`src/rtl/serial_rx_pkg.sv`:
```
// rtl/serial_rx_pkg.sv - shared types and defaults for the serial receiver
//
// Purpose: receiver FSM state encoding and the default word length.
// Ports:   none (package).

package serial_rx_pkg;

  typedef enum logic [1:0] {
    RX_IDLE    = 2'b00,
    RX_RECEIVE = 2'b01,
    RX_HOLD    = 2'b10
  } rx_state_t;

  localparam int RX_DEFAULT_WIDTH = 16;

endpackage

```
`src/rtl/serial_rx_reg_if.sv`:
```
// rtl/serial_rx_reg_if.sv - handshake/data bundle between a serial source and the receiver
//
// Purpose: groups the serial input, the start/ack handshake and the word outputs.
// Ports (signals):
//   start - request to begin capturing one word
//   S     - serial data in, one bit per clock
//   ack   - consumer accepts the word on Q
//   Q     - last completed word (WIDTH bits)
//   valid - Q holds an unacknowledged word
//   busy  - capture in progress
//   ovr   - sticky overrun flag
// Modports: master = source/consumer side, slave = receiver side.

interface serial_rx_reg_if
  import serial_rx_pkg::*;
#(
  parameter int WIDTH = RX_DEFAULT_WIDTH
);

  logic             start;
  logic             S;
  logic             ack;
  logic [WIDTH-1:0] Q;
  logic             valid;
  logic             busy;
  logic             ovr;

  modport master (
    output start, S, ack,
    input  Q, valid, busy, ovr
  );

  modport slave (
    input  start, S, ack,
    output Q, valid, busy, ovr
  );

endinterface

```
`src/rtl/serial_rx_reg.sv`:
```
// rtl/serial_rx_reg.sv - serial-in/parallel-out word receiver with valid/ack handshake
//
// Purpose: after a start request, shifts in WIDTH bits from S (one per clock) and
//          presents the completed word on Q until it is acknowledged.
// Ports:
//   clk   - system clock, rising edge
//   res_n - asynchronous active-low reset
//   bus   - serial_rx_reg_if.slave (start, S, ack in; Q, valid, busy, ovr out)
// Parameters:
//   WIDTH     - word length in bits (>= 2)
//   MSB_FIRST - 1: first received bit lands in Q[WIDTH-1]; 0: lands in Q[0]

module serial_rx_reg
  import serial_rx_pkg::*;
#(
  parameter int WIDTH     = RX_DEFAULT_WIDTH,
  parameter bit MSB_FIRST = 1'b1
) (
  input logic            clk,
  input logic            res_n,
  serial_rx_reg_if.slave bus
);

  localparam int            CW   = $clog2(WIDTH);
  localparam logic [CW-1:0] LAST = CW'(WIDTH - 1);

  rx_state_t        state;
  rx_state_t        state_nx;
  logic [WIDTH-1:0] sreg;
  logic [WIDTH-1:0] shifted;
  logic [CW-1:0]    cnt;
  logic             last_bit;

  // Shift register contents including the bit presented on S this cycle; on the
  // final bit this is the completed word, so Q is loaded straight from it.
  always_comb begin
    shifted = MSB_FIRST ? {sreg[WIDTH-2:0], bus.S} : {bus.S, sreg[WIDTH-1:1]};
  end

  assign last_bit = (cnt == LAST);

  // valid and busy decode directly from the state, so they can never both be
  // high and they drop together with the state on an asynchronous reset.
  assign bus.busy  = (state == RX_RECEIVE);
  assign bus.valid = (state == RX_HOLD);

  always_ff @(posedge clk or negedge res_n) begin
    if (!res_n) begin
      state <= RX_IDLE;
    end else begin
      state <= state_nx;
    end
  end

  always_comb begin
    state_nx = state;
    case (state)
      RX_IDLE:    if (bus.start) state_nx = RX_RECEIVE;
      RX_RECEIVE: if (last_bit)  state_nx = RX_HOLD;
      // ack together with start goes straight back to RECEIVE (no idle gap).
      RX_HOLD:    if (bus.ack)   state_nx = bus.start ? RX_RECEIVE : RX_IDLE;
      default:    state_nx = RX_IDLE;
    endcase
  end

  always_ff @(posedge clk or negedge res_n) begin
    if (!res_n) begin
      sreg    <= '0;
      cnt     <= '0;
      bus.Q   <= '0;
      bus.ovr <= 1'b0;
    end else begin
      case (state)
        RX_IDLE: begin
          if (bus.start) cnt <= '0;
        end
        RX_RECEIVE: begin
          sreg <= shifted;
          cnt  <= cnt + 1'b1;
          if (last_bit) bus.Q <= shifted;
        end
        RX_HOLD: begin
          if (bus.ack) begin
            bus.ovr <= 1'b0;
            if (bus.start) cnt <= '0;
          end else if (bus.start) begin
            // Start while the word is still unacknowledged is dropped and flagged.
            bus.ovr <= 1'b1;
          end
        end
        default: ;
      endcase
    end
  end

endmodule

```
`src/flat_wrapper.sv`:
```
// flat-port wrapper written by rule: the top's interface ports become plain ports
module serial_rx_reg_flat import serial_rx_pkg::*;
#(
  parameter int WIDTH     = RX_DEFAULT_WIDTH,
  parameter bit MSB_FIRST = 1'b1
)
  (clk, res_n, bus_start, bus_S, bus_ack, bus_Q, bus_valid, bus_busy, bus_ovr);
  serial_rx_reg_if #(.WIDTH(WIDTH)) bus_i ();
  input logic clk;
  input logic res_n;
  input wire logic [$bits(bus_i.start)-1:0] bus_start;
  input wire logic [$bits(bus_i.S)-1:0] bus_S;
  input wire logic [$bits(bus_i.ack)-1:0] bus_ack;
  output wire logic [$bits(bus_i.Q)-1:0] bus_Q;
  output wire logic [$bits(bus_i.valid)-1:0] bus_valid;
  output wire logic [$bits(bus_i.busy)-1:0] bus_busy;
  output wire logic [$bits(bus_i.ovr)-1:0] bus_ovr;
  assign bus_i.start = bus_start;
  assign bus_i.S = bus_S;
  assign bus_i.ack = bus_ack;
  assign bus_Q = bus_i.Q;
  assign bus_valid = bus_i.valid;
  assign bus_busy = bus_i.busy;
  assign bus_ovr = bus_i.ovr;
  serial_rx_reg #(.WIDTH(WIDTH), .MSB_FIRST(MSB_FIRST)) u_core (.clk(clk), .res_n(res_n), .bus(bus_i));
endmodule
```
`config.mk`:
```
export PLATFORM = sky130hd
export DESIGN_NAME = serial_rx_reg_flat
export DESIGN_NICKNAME = d
export VERILOG_FILES = /design/src/rtl/serial_rx_pkg.sv /design/src/rtl/serial_rx_reg_if.sv /design/src/rtl/serial_rx_reg.sv /design/src/flat_wrapper.sv
export SDC_FILE = /design/constraint.sdc
export NUM_CORES = 1
export LEC_CHECK = 0
export ABC_AREA = 1
export CAP_MARGIN = 20
export CORE_MARGIN = 2
export CORE_UTILIZATION = 47
export DETAILED_ROUTE_END_ITERATION = 8
export GPL_TIMING_DRIVEN = 0
export PLACE_DENSITY = 0.74
export SLEW_MARGIN = 40
export SYNTH_ARGS = -nofsm -noshare
export SYNTH_HDL_FRONTEND = slang
export SYNTH_SLANG_ARGS = --single-unit
export TNS_END_PERCENT = 5
```
`constraint.sdc`:
```
create_clock -name clk -period 1.2 [get_ports clk]
set_input_delay 0.18 -clock clk [delete_from_list [all_inputs] [get_ports clk]]
set_output_delay 0.18 -clock clk [all_outputs]
set_load 0.005 [all_outputs]
```
---- Word-level counts from Yosys, hierarchy flattened ----
Cells that the tools add are included.
operators by class
  reduce and logical (&&, ||, !) cells .... 7
  eq/ne operators ......................... 6
  multiplexer cells ....................... 10
  add/subtract/negate cells ............... 1
operator list
  cell                                                   number
  one-hot mux 4 bit (3 select lines)                     1
  two-way mux 4 bit                                      2
  two-way mux 2 bit                                      3
  one-hot mux 2 bit (3 select lines)                     1
  AND reduction 2 bit                                    3
  adder 4 x 1 -> 4 bit, second input constant            1
  == test 4 bit, second input constant                   1
  inequality test 2 bit, second input constant           2
  two-way mux 1 bit                                      3
  AND reduction 3 bit                                    1
  nonzero test 3 bit                                     1
  == test 2 x 1 -> 1 bit, second input constant          1
  == test 2 bit, second input constant                   1
  zero test 2 bit                                        1
  inequality test 2 x 1 -> 1 bit, second input constant  1
  nonzero test 2 bit                                     1
storage, ports and cells
  input bits .............................. 5
  output and inout port bits .............. 19
  logic and storage cells ................. 29
  bits in registers ....................... 38

---- Depth between registers and ports, before layout ----
Gate-level depths: netlist (run 1).
  word-level depth ........................ 3
  gate-level depth with buffers ........... 6
  depth with buffers taken out ............ 6

---- Worst setup path before layout (run 1) ----
OpenSTA, ideal clock, no wires.
  kind .................................... register -> register
  from .................................... register u_core.cnt[0]
  to ...................................... register u_core.bus.Q[4]
  slack ................................... 0.023 ns
  path buffers ............................ 1
  data required time ...................... 1.080 ns
  cell stages (with the launch flop) ...... 6
  arrival time ............................ 1.056 ns
  library setup time ...................... 0.120 ns
  cell sequence ........................... dfrtp_1 -> ha_1 -> nand3_4 -> buf_6 -> o21ai_1 -> nand2_1
on the way
  cells in the longest elaborated chain, start to end .. 2
ends and longest elaborated chain
  element                        line                    RTL
  start, declared                serial_rx_reg.sv:31     logic [CW-1:0] cnt;
  start signal, assigned         serial_rx_reg.sv:79     cnt <= cnt + 1'b1;
  == test 4 bit                  serial_rx_reg.sv:40     assign last_bit = (cnt == LAST);
  AND reduction 2 bit (no line)  n/a
  end signal, assigned           serial_rx_reg.sv:80     if (last_bit) bus.Q <= shifted;
  end, declared                  serial_rx_reg_if.sv:35  output Q, valid, busy, ovr
No other way between the ends.
A chain may end at the register's enable or synchronous reset.

---- Worst setup path in the final report (run 1) ----
  from .................................... register u_core.state[0]
  to ...................................... output bus_busy
on the way
  cells in the longest elaborated chain, start to end .. 1
ends and longest elaborated chain
  element                 line                 RTL
  start, declared         serial_rx_reg.sv:27  rx_state_t state;
  start signal, assigned  serial_rx_reg.sv:51  state <= state_nx;
  == test 2 x 1 -> 1 bit  serial_rx_reg.sv:44  assign bus.busy = (state == RX_RECEIVE);
  end, declared           flat_wrapper.sv:16   output wire logic [$bits(bus_i.busy)-1:0] bus_busy;
No other way between the ends.

==> results of run 1 <==
[cells by family after synthesis]
logic type	share of synthesized area [%]
AO/OA/AOI/OAI	6.35
flip-flops	60.4
buffers and inverters	4.69
adder cells (fa/ha/maj)	0.794
AND/OR/NAND/NOR	27.8
[per-layer routing]
layer / up-vias / GRT usage [%]
met2: 26 / 36.4
met5: - / 0
li1: 633 / -
met1: 596 / 23.9
met4: 0 / 7.29
met3: 4 / 6.21
[cells in the mapped netlist, drive strengths merged]
library cell and number:
nand2 92, dfrtp 38, o21ai 20, nand3 7, buf 6, inv 6, nor2 2, or2 2
clkbuf 1, ha 1, nand4 1
[where the power goes]
group	total (µW)	switching (µW)	internal, µW
registers	2200	399	1800
logic	1970	996	977
clock network	622	401	221
total	4800	1800	3000
[flip-flops by register name, summed over array words and instances (netlist names)]
name and count:
u_core.bus.Q 16, u_core.bus.ovr 1, u_core.cnt 4, u_core.sreg 15, u_core.state 2
[critical path: stages, from the launching register on]
cell and delay, ns:
sky130_fd_sc_hd__dfrtp_1 0.42, sky130_fd_sc_hd__buf_6 0.13, sky130_fd_sc_hd__nand2_4 0.06, sky130_fd_sc_hd__inv_2 0.04, sky130_fd_sc_hd__buf_6 0.11, sky130_fd_sc_hd__buf_6 0.10
[metrics by stage]
stage | setup TNS (ns) | setup slack (ns)
2_1_floorplan | 0 | 0.0231
3_3_place_gp | -34.58 | -0.872
3_5_place_dp | -2.43 | -0.423
4_1_cts | -2.12 | -0.190
5_1_grt | -2.84 | -0.234
6_report | -1.19 | -0.182
[path summary, 6_finish.rpt]
kind,startpoint,endpoint,slack [ns],depth (start not counted)
setup / recovery,u_core.state[0],bus_busy,-0.18,5
hold / removal,res_n,u_core.bus.ovr,0.27,2
setup reg to reg,u_core.cnt[1],u_core.bus.Q[6],-0.08,6
hold reg to reg,u_core.sreg[13],u_core.bus.Q[14],0.49,2
max in group asynchronous,res_n,u_core.cnt[0],0.49,3
min in group clk,bus_S,u_core.sreg[0],0.40,3
[final cells by class]
cell class | instances | share of cell area, %
Tap cell | 46 | 2.79
Clock buffer | 7 | 2.18
Multi-Input combinational cell | 125 | 28.1
Timing Repair Buffer | 33 | 15.6
Inverter | 6 | 1.09
Buffer | 7 | 4.12
Sequential cell | 38 | 46.1
[repair_timing]
action | 4_1_cts | 5_1_grt
hold buffers | 1 | 0
cloned | 0 | 0
buffers inserted | 6 | 2
resized for setup | 39 | 28
endpoints found under the setup margin | 38 | 54
pin swaps | 3 | 0
hold endpoints to repair | 13 | 0
==> summary by stage, run 1 <==
Clock network
In this run the deepest clock path goes through 2 buffers. TritonCTS built the clock tree. The tree is rooted in a sky130_fd_sc_hd__clkbuf_4. CTS built an H-tree with a depth of 2.

The number of sinks handled by clock tree synthesis is 38. The clock slew seen by the registers of the worst setup and hold paths is 0.10 ns. The clock latency reported for the late side of the worst-skew pair is 0.34 ns. The total CTS buffers is 5.

Logic synthesis
The average cell area after synthesis is between 8 and 9 µm². During synthesis, Yosys emitted a total of 0 warnings. The net count of the mapped netlist is approximately 180. Sequential cells were found to cover a little over 60% of the synthesized design area. The number of register bits inferred by synthesis is 38. Sorting the synthesized cells by area gives the leading types as sky130_fd_sc_hd__dfrtp_1, sky130_fd_sc_hd__nand2_1, sky130_fd_sc_hd__o21ai_1. The library cell occupying the most area in the post-synthesis netlist is sky130_fd_sc_hd__dfrtp_1. The synthesized netlist contains 17 unique library cells. The synthesized netlist occupies a cell area of around 1600 µm². Synthesis produced between 150 and 200 cells. After synthesis, the largest area contributor takes up slightly above 60% of total cell area.

Place
During placement, the flow inserted port buffers numbering 23. After legalization and detailed placement, the total HPWL measured between 2 and 2.5 mm. The placed standard-cell area is ~1900 µm². After detailed placement, the design holds a cell count of about 250.

The routability congestion estimate from global placement is 0.765.

Global route
The maximum number of pins on one net before global-route repair is 26. In the global route stage, overall resource usage came out at between 20% and 30%. The number of antenna violations at the first check in global routing was 0. The remaining global-route overflow is 0.

The first-pass GRT wire length is ~5.5 mm. The via count of the first global-routing pass came to ~1,300.

Floorplanning
The die covers around 3800 µm². The area of the core region is 3280 µm². For this configuration, the core starts out at a cell density of 48.0%.

The number of top-level pins is 24. The width of the die is a little over 60 µm. From bottom edge to top edge, the die measures between 60 and 70 µm. After floorplanning, the core was divided into 21 placement rows.

Run status
The checks that failed: negative setup slack. The flow ran to the end, but the final reports show violations.

Cells and area
Leaving out fill and tap cells, the most frequent cell in the layout is sky130_fd_sc_hd__nand2_1. The final cell count without fillers is around 260. The number of inserted diodes is 0.

After filler insertion, the fill cell instance count of the layout stands at about 280. The library cells used most frequently in the layout, excluding fill and tap cells, are sky130_fd_sc_hd__nand2_1, sky130_fd_sc_hd__dfrtp_1, sky130_fd_sc_hd__clkdlybuf4s15_1. The net count of the finished layout is ~220. The total area of sequential cells is 952 µm². In the final layout, the multi-input gates occupy a little under 600 µm².

The area of all placed cells without fillers is 2070 µm². The share of post-route cells with drive strength above 1 is roughly 17%. Relative to the synthesized area, the layout overhead comes to 31.1%. At the end of the flow the core is filled with cells to a little over three fifths.

Detailed routing
Detailed routing inserted a total of 1,259 vias. The number of detailed-routing iterations run before antenna repair is 4. Summed over all nets, wire length on met3 after detailed routing comes to approximately 140 µm. The number of vias per cell is ~4.8. After detailed routing, the average wire length per cell comes to roughly 13 µm.

The DRC violations left is 0. The number of DRC markers after the initial detailed-route iteration is 49. The length of routed wiring on met1 is approximately 1.4 mm. The top layer used by detailed routing is met4. Wire segments on met2 add up to roughly 1.8 mm in the final route. The count of nets left with antenna violations once routing finished came out at 0. The wire length reported by the detailed router is about 3.4 mm.

Setup path
Data on the critical path arrives at its endpoint at 1.20 ns. In this run the worst path has a maximum fanout of 2. For the worst setup path, the data required time is between 1 and 1.5 ns. The critical path class is reg -> out.

The kind of start point of the critical path is a flip-flop. STA classifies the critical path endpoint as an output pin.

STA
The clock skew after layout is between 0.004 and 0.005 ns. The final number of max-transition violations is 0. After layout, the minimum clock period comes to 1.38 ns.

Based on the critical path, the design can be clocked at up to between 0.7 and 0.8 GHz. For the pin with the worst max-slew slack, the measured transition is around 0.37 ns. Setup violations remaining at the end of the flow were counted as 16. Setup repair after global routing could not meet its margin everywhere.

Of the available clock period, the critical path in the final layout requires 115%. Across all hold checks on the routed design, the worst slack comes to around 0.27 ns. The final setup slack of the worst path is -0.182 ns. The final hold violation count is 0. The worst slew margin relative to its limit is approximately three quarters.

Power
After layout, the design draws a total of 4800 µW. Across the VDD grid, the largest voltage drop is between 1000 and 1500 µV. For this design the ratio of total power to cell area is ~2300 nW/µm². Summed over all cells, the static leakage comes to between 0.001 and 0.0015 µW.

Worst hold path
The min-delay analysis places its worst path in the category in -> async.

Run
The tool flagged a number of max-cap violations equal to 0.
Power figures use the tool's default switching activity.
==> run 2: changes to the inputs <==
- CORE_UTILIZATION: 47 -> 25
- DONT_BUFFER_PORTS: not set -> 1
- PLACE_DENSITY: 0.74 -> not set
- SLEW_MARGIN: 40 -> 20
==> run 2 against run 1 <==
Compared with the run above: the run still ends with negative setup slack left; routed wire length is 1.5% higher; power is 2.1% higher; final cell count is 5.0% higher; die area is 81% higher; hold slack worse by 0.23 ns; sequential power is 4% higher; combinational power is 21% lower; clock skew is 0.0047 ns higher; global-route usage is 10 points lower; fmax is 14% higher; critical path type is now reg -> reg; critical endpoint is now u_core.bus.Q[11].
==> summary by stage, run 2 (same netlist as run 1, synthesis figures left out) <==
Run status
Status: finished, violations left (unchanged). Failing checks: negative setup slack (unchanged).

STA
The final number of max-transition violations is 0 (unchanged). The final hold violation count was 0 (unchanged). The final critical path time including I/O delays and setup came to 1.22 ns (was 1.38 ns).

The worst hold slack after final layout came to 0.0375 ns (was 0.271 ns). The share of the clock period used by the worst path came to 101% (was 115%). The timing-limited maximum frequency was 0.823 GHz (was 0.724 GHz). The slew at the pin with the worst max-slew slack is 0.281 ns (was 0.371 ns). The clock skew after layout came to 0.00916 ns (was 0.00444 ns).

The final setup slack of the worst path came to -0.0152 ns (was -0.182 ns). The number of endpoints failing setup at the final stage is 6 (was 16). The worst slew margin relative to its limit came to 81.2% (was 75.3%). Unrepaired setup endpoints after global routing: true (unchanged).

Detailed routing
The remaining antenna violation count after routing is 0 (unchanged). The DRC violations left is 0 (unchanged). The number of vias after detailed routing is 1,211 (was 1,259). The number of vias per cell came to 4.40 (was 4.81). The wire length reported by the detailed router is 3.42 mm (was 3.37 mm). The detailed-route wire length per cell came to 12.4 µm (was 12.8 µm). The number of detailed-routing iterations run before antenna repair is 4 (unchanged). The number of DRC markers after the initial detailed-route iteration is 49 (unchanged).

Setup path
The cell with the largest stage delay on the worst path is sky130_fd_sc_hd__dfrtp_1 (unchanged). The required time at the worst-slack endpoint came to 1.43 ns (was 1.02 ns). The endpoint of the lowest-slack register-to-register path is u_core.bus.Q[11] (was u_core.bus.Q[6]).

The type of destination of the critical path is a flip-flop (was output pin). The largest fanout of any net on the critical path was 7 (was 2). Critical Path, Cell by Cell: ha_4, nand3_4, nor2_8, clkbuf_16, nand2_1, nand2_1 (was buf_6, nand2_4, inv_2, buf_6, buf_6). The beginning of the worst register-to-register path was u_core.cnt[0] (was u_core.cnt[1]). The worst reg-to-reg path cell count is 6 (unchanged). The worst setup slack for register-to-register paths is -0.02 ns (was -0.08 ns).

The kind of start point of the critical path is a flip-flop (unchanged). The data arrival time of the critical path is 1.44 ns (was 1.20 ns). The maximum single-stage delay on the critical path came to 0.40 ns (was 0.42 ns).

The critical path class was reg -> reg (was reg -> out). The cell occurring most often along the worst timing path is sky130_fd_sc_hd__nand2_1 (was sky130_fd_sc_hd__buf_6). The critical path startpoint was u_core.cnt[0] (was u_core.state[0]).

Cells and area
The number of flip-flops in the largest register came to 16 (unchanged). The total area of multi-input combinational cells is 596 µm² (was 581 µm²). The number of inserted diodes was 0 (unchanged). The share of post-route cells with drive strength above 1 is 21.0% (was 17.1%). The number of fill cells in the layout came to 619 (was 278). The layout overhead on the synthesized area was 26.2% (was 31.1%). The post-route core utilization is 33.2% (was 62.9%). The net count of the finished layout is 205 (was 222). Largest registers in the final layout: u_core.bus.Q (16), u_core.sreg (15), u_core.cnt (4) (unchanged). Leading cell types in the layout, fill and taps excluded: sky130_fd_sc_hd__nand2_1, sky130_fd_sc_hd__dfrtp_1, sky130_fd_sc_hd__o21ai_1 (was sky130_fd_sc_hd__nand2_1, sky130_fd_sc_hd__dfrtp_1, sky130_fd_sc_hd__clkdlybuf4s15_1). The commonest non-fill, non-tap cell in the layout is sky130_fd_sc_hd__nand2_1 (unchanged). The area of all placed cells without fillers is 1990 µm² (was 2070 µm²). The register containing the most flip-flops in the final layout is u_core.bus.Q (unchanged). The final cell count without fillers came to 275 (was 262). The total area of sequential cells is 952 µm² (unchanged).

Floorplanning
The die extent in y is 83.4 µm (was 61.9 µm). The count of standard-cell rows is 28 (was 21). The number of top-level pins was 24 (unchanged).

The starting density of the core is 26.3% (was 48.0%). The die footprint is 6950 µm² (was 3830 µm²). The width of the die is 83.4 µm (was 61.9 µm). The area of the core region came to 5990 µm² (was 3280 µm²).

Global route
The aggregate global-route resource usage is 10.3% (was 20.7%). The via count of the first global-routing pass is 1,151 (was 1,251). The remaining global-route overflow is 0 (unchanged). The first-pass GRT wire length is 5.67 mm (was 5.53 mm). The maximum number of pins on one net before global-route repair came to 39 (was 26). The number of antenna violations at the first check in global routing was 0 (unchanged).

Clock network
The clock tree root driver cell is sky130_fd_sc_hd__clkbuf_8 (was sky130_fd_sc_hd__clkbuf_4). The clock slew seen by the registers of the worst setup and hold paths was 0.08 ns (was 0.10 ns). The total CTS buffers was 5 (unchanged).

The level count of the clock H-tree is 2 (unchanged). The clock latency reported for the late side of the worst-skew pair came to 0.29 ns (was 0.34 ns). The number of sinks handled by clock tree synthesis is 38 (unchanged).

The buffer depth of the longest clock path was 2 (unchanged). The CTS tree is built (unchanged).

Power
The peak ir drop on the vdd network is 1050 µV (was 1040 µV). The cell area power density is 2460 nW/µm² (was 2320 nW/µm²). The total power consumption of the routed design is 4900 µW (was 4800 µW). The leakage power summed over all cells is 0.00103 µW (was 0.00108 µW).

Run
The reported max-cap violation count is 0 (unchanged).

Place
The routability congestion estimate from global placement is 0.729 (was 0.765). The placed cell count came to 251 (was 246). The HPWL reported at the end of detailed placement is 2.11 mm (was 2.23 mm). The placed standard-cell area came to 1670 µm² (was 1890 µm²). The count of buffers from port buffering came to 0 (was 23).

Worst hold path
The worst hold path startpoint is bus_start. The worst hold path terminates at u_core.state[0]. The worst hold path stage count is 2. The classification of the worst-slack hold path is in -> reg (was in -> async).
==> run 2: through the flow <==
| stage | setup TNS [ns] | setup slack (ns) |
|---|---|---|
| global route | -0.569 | -0.0509 |
| floorplan | 0 | 0.0231 |
| CTS | -0.0578 | -0.0184 |
| global placement | -1.08 | -0.111 |
| finish | -0.0558 | -0.0152 |
| detailed placement | -1.44 | -0.138 |
==> run 2: worst max-delay path by stage <==
stage | cells past startpoint | end | slack [ns]
final | 6 | u_core.bus.Q[11] | -0.02
after global routing | 6 | u_core.bus.Q[4] | -0.05
after CTS | 6 | u_core.bus.Q[10] | -0.02
after detailed placement | 6 | u_core.bus.Q[10] | -0.14
after global placement | 6 | u_core.bus.Q[10] | -0.11
after floorplan | 5 | u_core.bus.Q[4] | 0.02
==> run 2: repair_timing <==
action,CTS,global route
pin swaps,3,7
gates cloned,3,1
endpoints found under the hold margin,40,0
hold buffers,3,0
endpoints found under the setup margin,20,15
resized for setup,12,7
setup buffers,6,3
==> run 2: per-layer routing <==
metal | track usage (%) | share of wire [%] | routed length [µm]
met1 | 12.6 | 47 | 1590
met2 | 15.5 | 46 | 1570
met3 | 4.37 | 5.5 | 189
met4 | 4.92 | 2.0 | 68
met5 | 0 | 0 | 0
==> run 2: power by group <==
group	internal, µW	switching [µW]
clock	612	456
sequential	1810	470
combinational	686	868
==> run 2: area by class of cell <==
| class | instances | share of cell area (%) |
|---|---|---|
| Sequential cell | 38 | 47.9 |
| Multi-Input combinational cell | 127 | 30.0 |
| Timing Repair Buffer | 14 | 7.55 |
| Tap cell | 75 | 4.72 |
| Clock buffer | 5 | 3.46 |
| Buffer | 7 | 3.15 |
| Clock inverter | 3 | 2.01 |
| Inverter | 6 | 1.26 |
==> run 2: critical path: cells and delay by family (launching register included) <==
family / cells / cell delay, ns
flip-flops: 1 / 0.40
AND/OR/NAND/NOR: 4 / 0.39
buffers and inverters: 1 / 0.17
adder cells (fa/ha/maj): 1 / 0.18
==> run 3: changes to the inputs <==
- CORE_ASPECT_RATIO: not set -> 0.7
==> run 3 against run 2 <==
Compared with the run above: the flow still finishes with violations (negative setup slack); clock skew decreased by 0.0054 ns; combinational power decreased by 3%; utilization decreased by 1.7 points; register-to-register slack improved by 0.04 ns; clock-buffer cell count increased by 1; global-route usage about the same; via count decreased by 2.3%; fmax decreased by 0.59%; non-clock buffer count decreased by 2.
==> summary by stage, run 3 (same netlist as run 1, synthesis figures left out) <==
STA
The final number of max-transition violations is 0 (unchanged). The timing-limited maximum frequency is 0.818 GHz (was 0.823 GHz). Unrepaired setup endpoints after global routing: true (unchanged). The clock skew after layout is 0.00375 ns (was 0.00916 ns).

The final hold violation count is 0 (unchanged). The slew at the pin with the worst max-slew slack was 0.224 ns (was 0.281 ns). The number of endpoints failing setup at the final stage is 1 (was 6). The worst slew margin relative to its limit is 85.1% (was 81.2%). The final setup slack of the worst path is -0.0224 ns (was -0.0152 ns). The share of the clock period used by the worst path is 102% (was 101%). The final total negative setup slack is -0.0224 ns (was -0.0558 ns). The worst hold slack after final layout is 0.0261 ns (was 0.0375 ns). The final critical path time including I/O delays and setup is 1.22 ns (about the same).

Detailed routing
The wire length reported by the detailed router is 3.34 mm (was 3.42 mm). The number of vias per cell is 4.32 (was 4.40). The detailed-route wire length per cell is 12.2 µm (was 12.4 µm). The number of DRC markers after the initial detailed-route iteration is 35 (was 49).

The remaining antenna violation count after routing came to 0 (unchanged). The number of vias after detailed routing was 1,183 (was 1,211). The number of detailed-routing iterations run before antenna repair is 4 (unchanged). The DRC violations left is 0 (unchanged).

Setup path
The required time at the worst-slack endpoint is 1.02 ns (was 1.43 ns). The maximum single-stage delay on the critical path is 0.40 ns (about the same). The data arrival time of the critical path is 1.04 ns (was 1.44 ns). The cell with the largest stage delay on the worst path is sky130_fd_sc_hd__dfrtp_1 (unchanged). The kind of start point of the critical path is a flip-flop (unchanged). Critical Path, Cell by Cell: inv_2, nand2_4, inv_4, buf_6 (was ha_4, nand3_4, nor2_8, clkbuf_16, nand2_1, nand2_1). The type of destination of the critical path is an output pin (was flip-flop).

The critical path class is reg -> out (was reg -> reg). The largest fanout of any net on the critical path was 6 (was 7). The worst reg-to-reg path cell count is 6 (unchanged).

Place
The placed standard-cell area came to 1670 µm² (about the same). The routability congestion estimate from global placement is 0.686 (was 0.729). The HPWL reported at the end of detailed placement is 2.17 mm (was 2.11 mm). The count of buffers from port buffering is 0 (unchanged).

Floorplanning
The starting density of the core is 25.6% (was 26.3%). The die extent in y came to 70.4 µm (was 83.4 µm). The die footprint is 6960 µm² (was 6950 µm²).

The area of the core region was 6160 µm² (was 5990 µm²). The width of the die came to 98.9 µm (was 83.4 µm). The number of top-level pins is 24 (unchanged). The count of standard-cell rows is 24 (was 28).

Clock network
The CTS tree was built (unchanged). The clock latency reported for the late side of the worst-skew pair is 0.29 ns (about the same). The total CTS buffers is 5 (unchanged). The number of sinks handled by clock tree synthesis is 38 (unchanged). The clock slew seen by the registers of the worst setup and hold paths came to 0.08 ns (about the same). The buffer depth of the longest clock path is 2 (unchanged). The clock tree root driver cell was sky130_fd_sc_hd__clkbuf_8 (unchanged). The level count of the clock H-tree is 2 (unchanged).

Cells and area
The area of all placed cells without fillers is 1940 µm² (was 1990 µm²). Largest registers in the final layout: u_core.bus.Q (16), u_core.sreg (15), u_core.cnt (4) (unchanged). The number of inserted diodes is 0 (unchanged).

The share of post-route cells with drive strength above 1 is 19.4% (was 21.0%). The total area of multi-input combinational cells is 584 µm² (was 596 µm²). The total area of sequential cells was 951 µm² (was 952 µm²). The register containing the most flip-flops in the final layout is u_core.bus.Q (unchanged).

The layout overhead on the synthesized area was 23.1% (was 26.2%). The number of flip-flops in the largest register is 16 (unchanged). The commonest non-fill, non-tap cell in the layout is sky130_fd_sc_hd__nand2_1 (unchanged). Leading cell types in the layout, fill and taps excluded: sky130_fd_sc_hd__nand2_1, sky130_fd_sc_hd__dfrtp_1, sky130_fd_sc_hd__o21ai_1 (unchanged). The net count of the finished layout was 201 (was 205). The number of fill cells in the layout was 630 (was 619).

Run
The reported max-cap violation count is 0 (unchanged).

Run status
Status: finished, violations left (unchanged). Failing checks: negative setup slack (unchanged).

Worst hold path
The classification of the worst-slack hold path is in -> reg (unchanged). The worst hold path stage count is 2 (unchanged).

Global route
The remaining global-route overflow is 0 (unchanged). The first-pass GRT wire length is 5.60 mm (was 5.67 mm). The number of antenna violations at the first check in global routing is 0 (unchanged). The via count of the first global-routing pass is 1,141 (was 1,151). The maximum number of pins on one net before global-route repair is 39 (unchanged). The aggregate global-route resource usage was 10.3% (about the same).

Power
The peak ir drop on the vdd network is 989 µV (was 1050 µV). The cell area power density is 2420 nW/µm² (was 2460 nW/µm²). The leakage power summed over all cells was 0.00101 µW (was 0.00103 µW).
==> run 3: timing repair <==
action,4_1_cts,5_1_grt
resized for setup,9,12
endpoints found under the setup margin,21,27
gates cloned,1,0
hold endpoints to repair,39,1
pin swaps,4,2
buffers inserted,8,0
hold buffers,3,1
==> run 3: final timing paths <==
path | from | endpoint | slack [ns]
min in group asynchronous | res_n | u_core.bus.Q[1] | 0.33
worst min-delay path | bus_start | u_core.bus.ovr | 0.03
worst min register to register | u_core.sreg[13] | u_core.bus.Q[14] | 0.50
worst max-delay path | u_core.state[1] | bus_busy | -0.02
max in group asynchronous | res_n | u_core.sreg[14] | 0.67
worst max register to register | u_core.cnt[1] | u_core.bus.Q[9] | 0.02
==> run 3: routing by layer <==
layer	vias up	track usage, %	wire (µm)
met3	7	4.30	190
met2	26	14.6	1390
li1	591	-	-
met5	-	0	0
met1	559	14.1	1720
met4	0	3.65	46
==> run 3: power by group <==
part / switching [µW] / internal [µW] / leakage (µW)
Sequential: 439 / 1810 / 0.000492
Combinational: 863 / 649 / 0.000466
Clock: 485 / 462 / 0.0000472
Total: 1790 / 2920 / 0.00101
==> run 3: area by class of cell <==
cell class | count | area share [%]
Inverter | 6 | 1.29
Clock buffer | 6 | 4.26
Multi-Input combinational cell | 125 | 30.1
Buffer | 6 | 2.84
Timing Repair Buffer | 13 | 6.77
Sequential cell | 38 | 49.0
Clock inverter | 2 | 0.645
Tap cell | 78 | 5.03
==> run 3: worst max-delay path, delay by kind of cell, from the launching register on <==
kind | cells | cell delay (ns)
flops | 1 | 0.40
simple gates | 1 | 0.08
buf+inv | 3 | 0.27
==> run 3: per-stage QoR <==
step           power, µW  setup WS, ns  util [%]  std cells
6_report            4700       -0.0224      31.5        274
5_1_grt             5060       -0.0824      31.5        274
4_1_cts             4680       -0.0270      30.9        273
3_5_place_dp        3450        -0.149      27.2        254
3_3_place_gp        3410        -0.143      27.2        254
2_1_floorplan       3100        0.0231         -        176
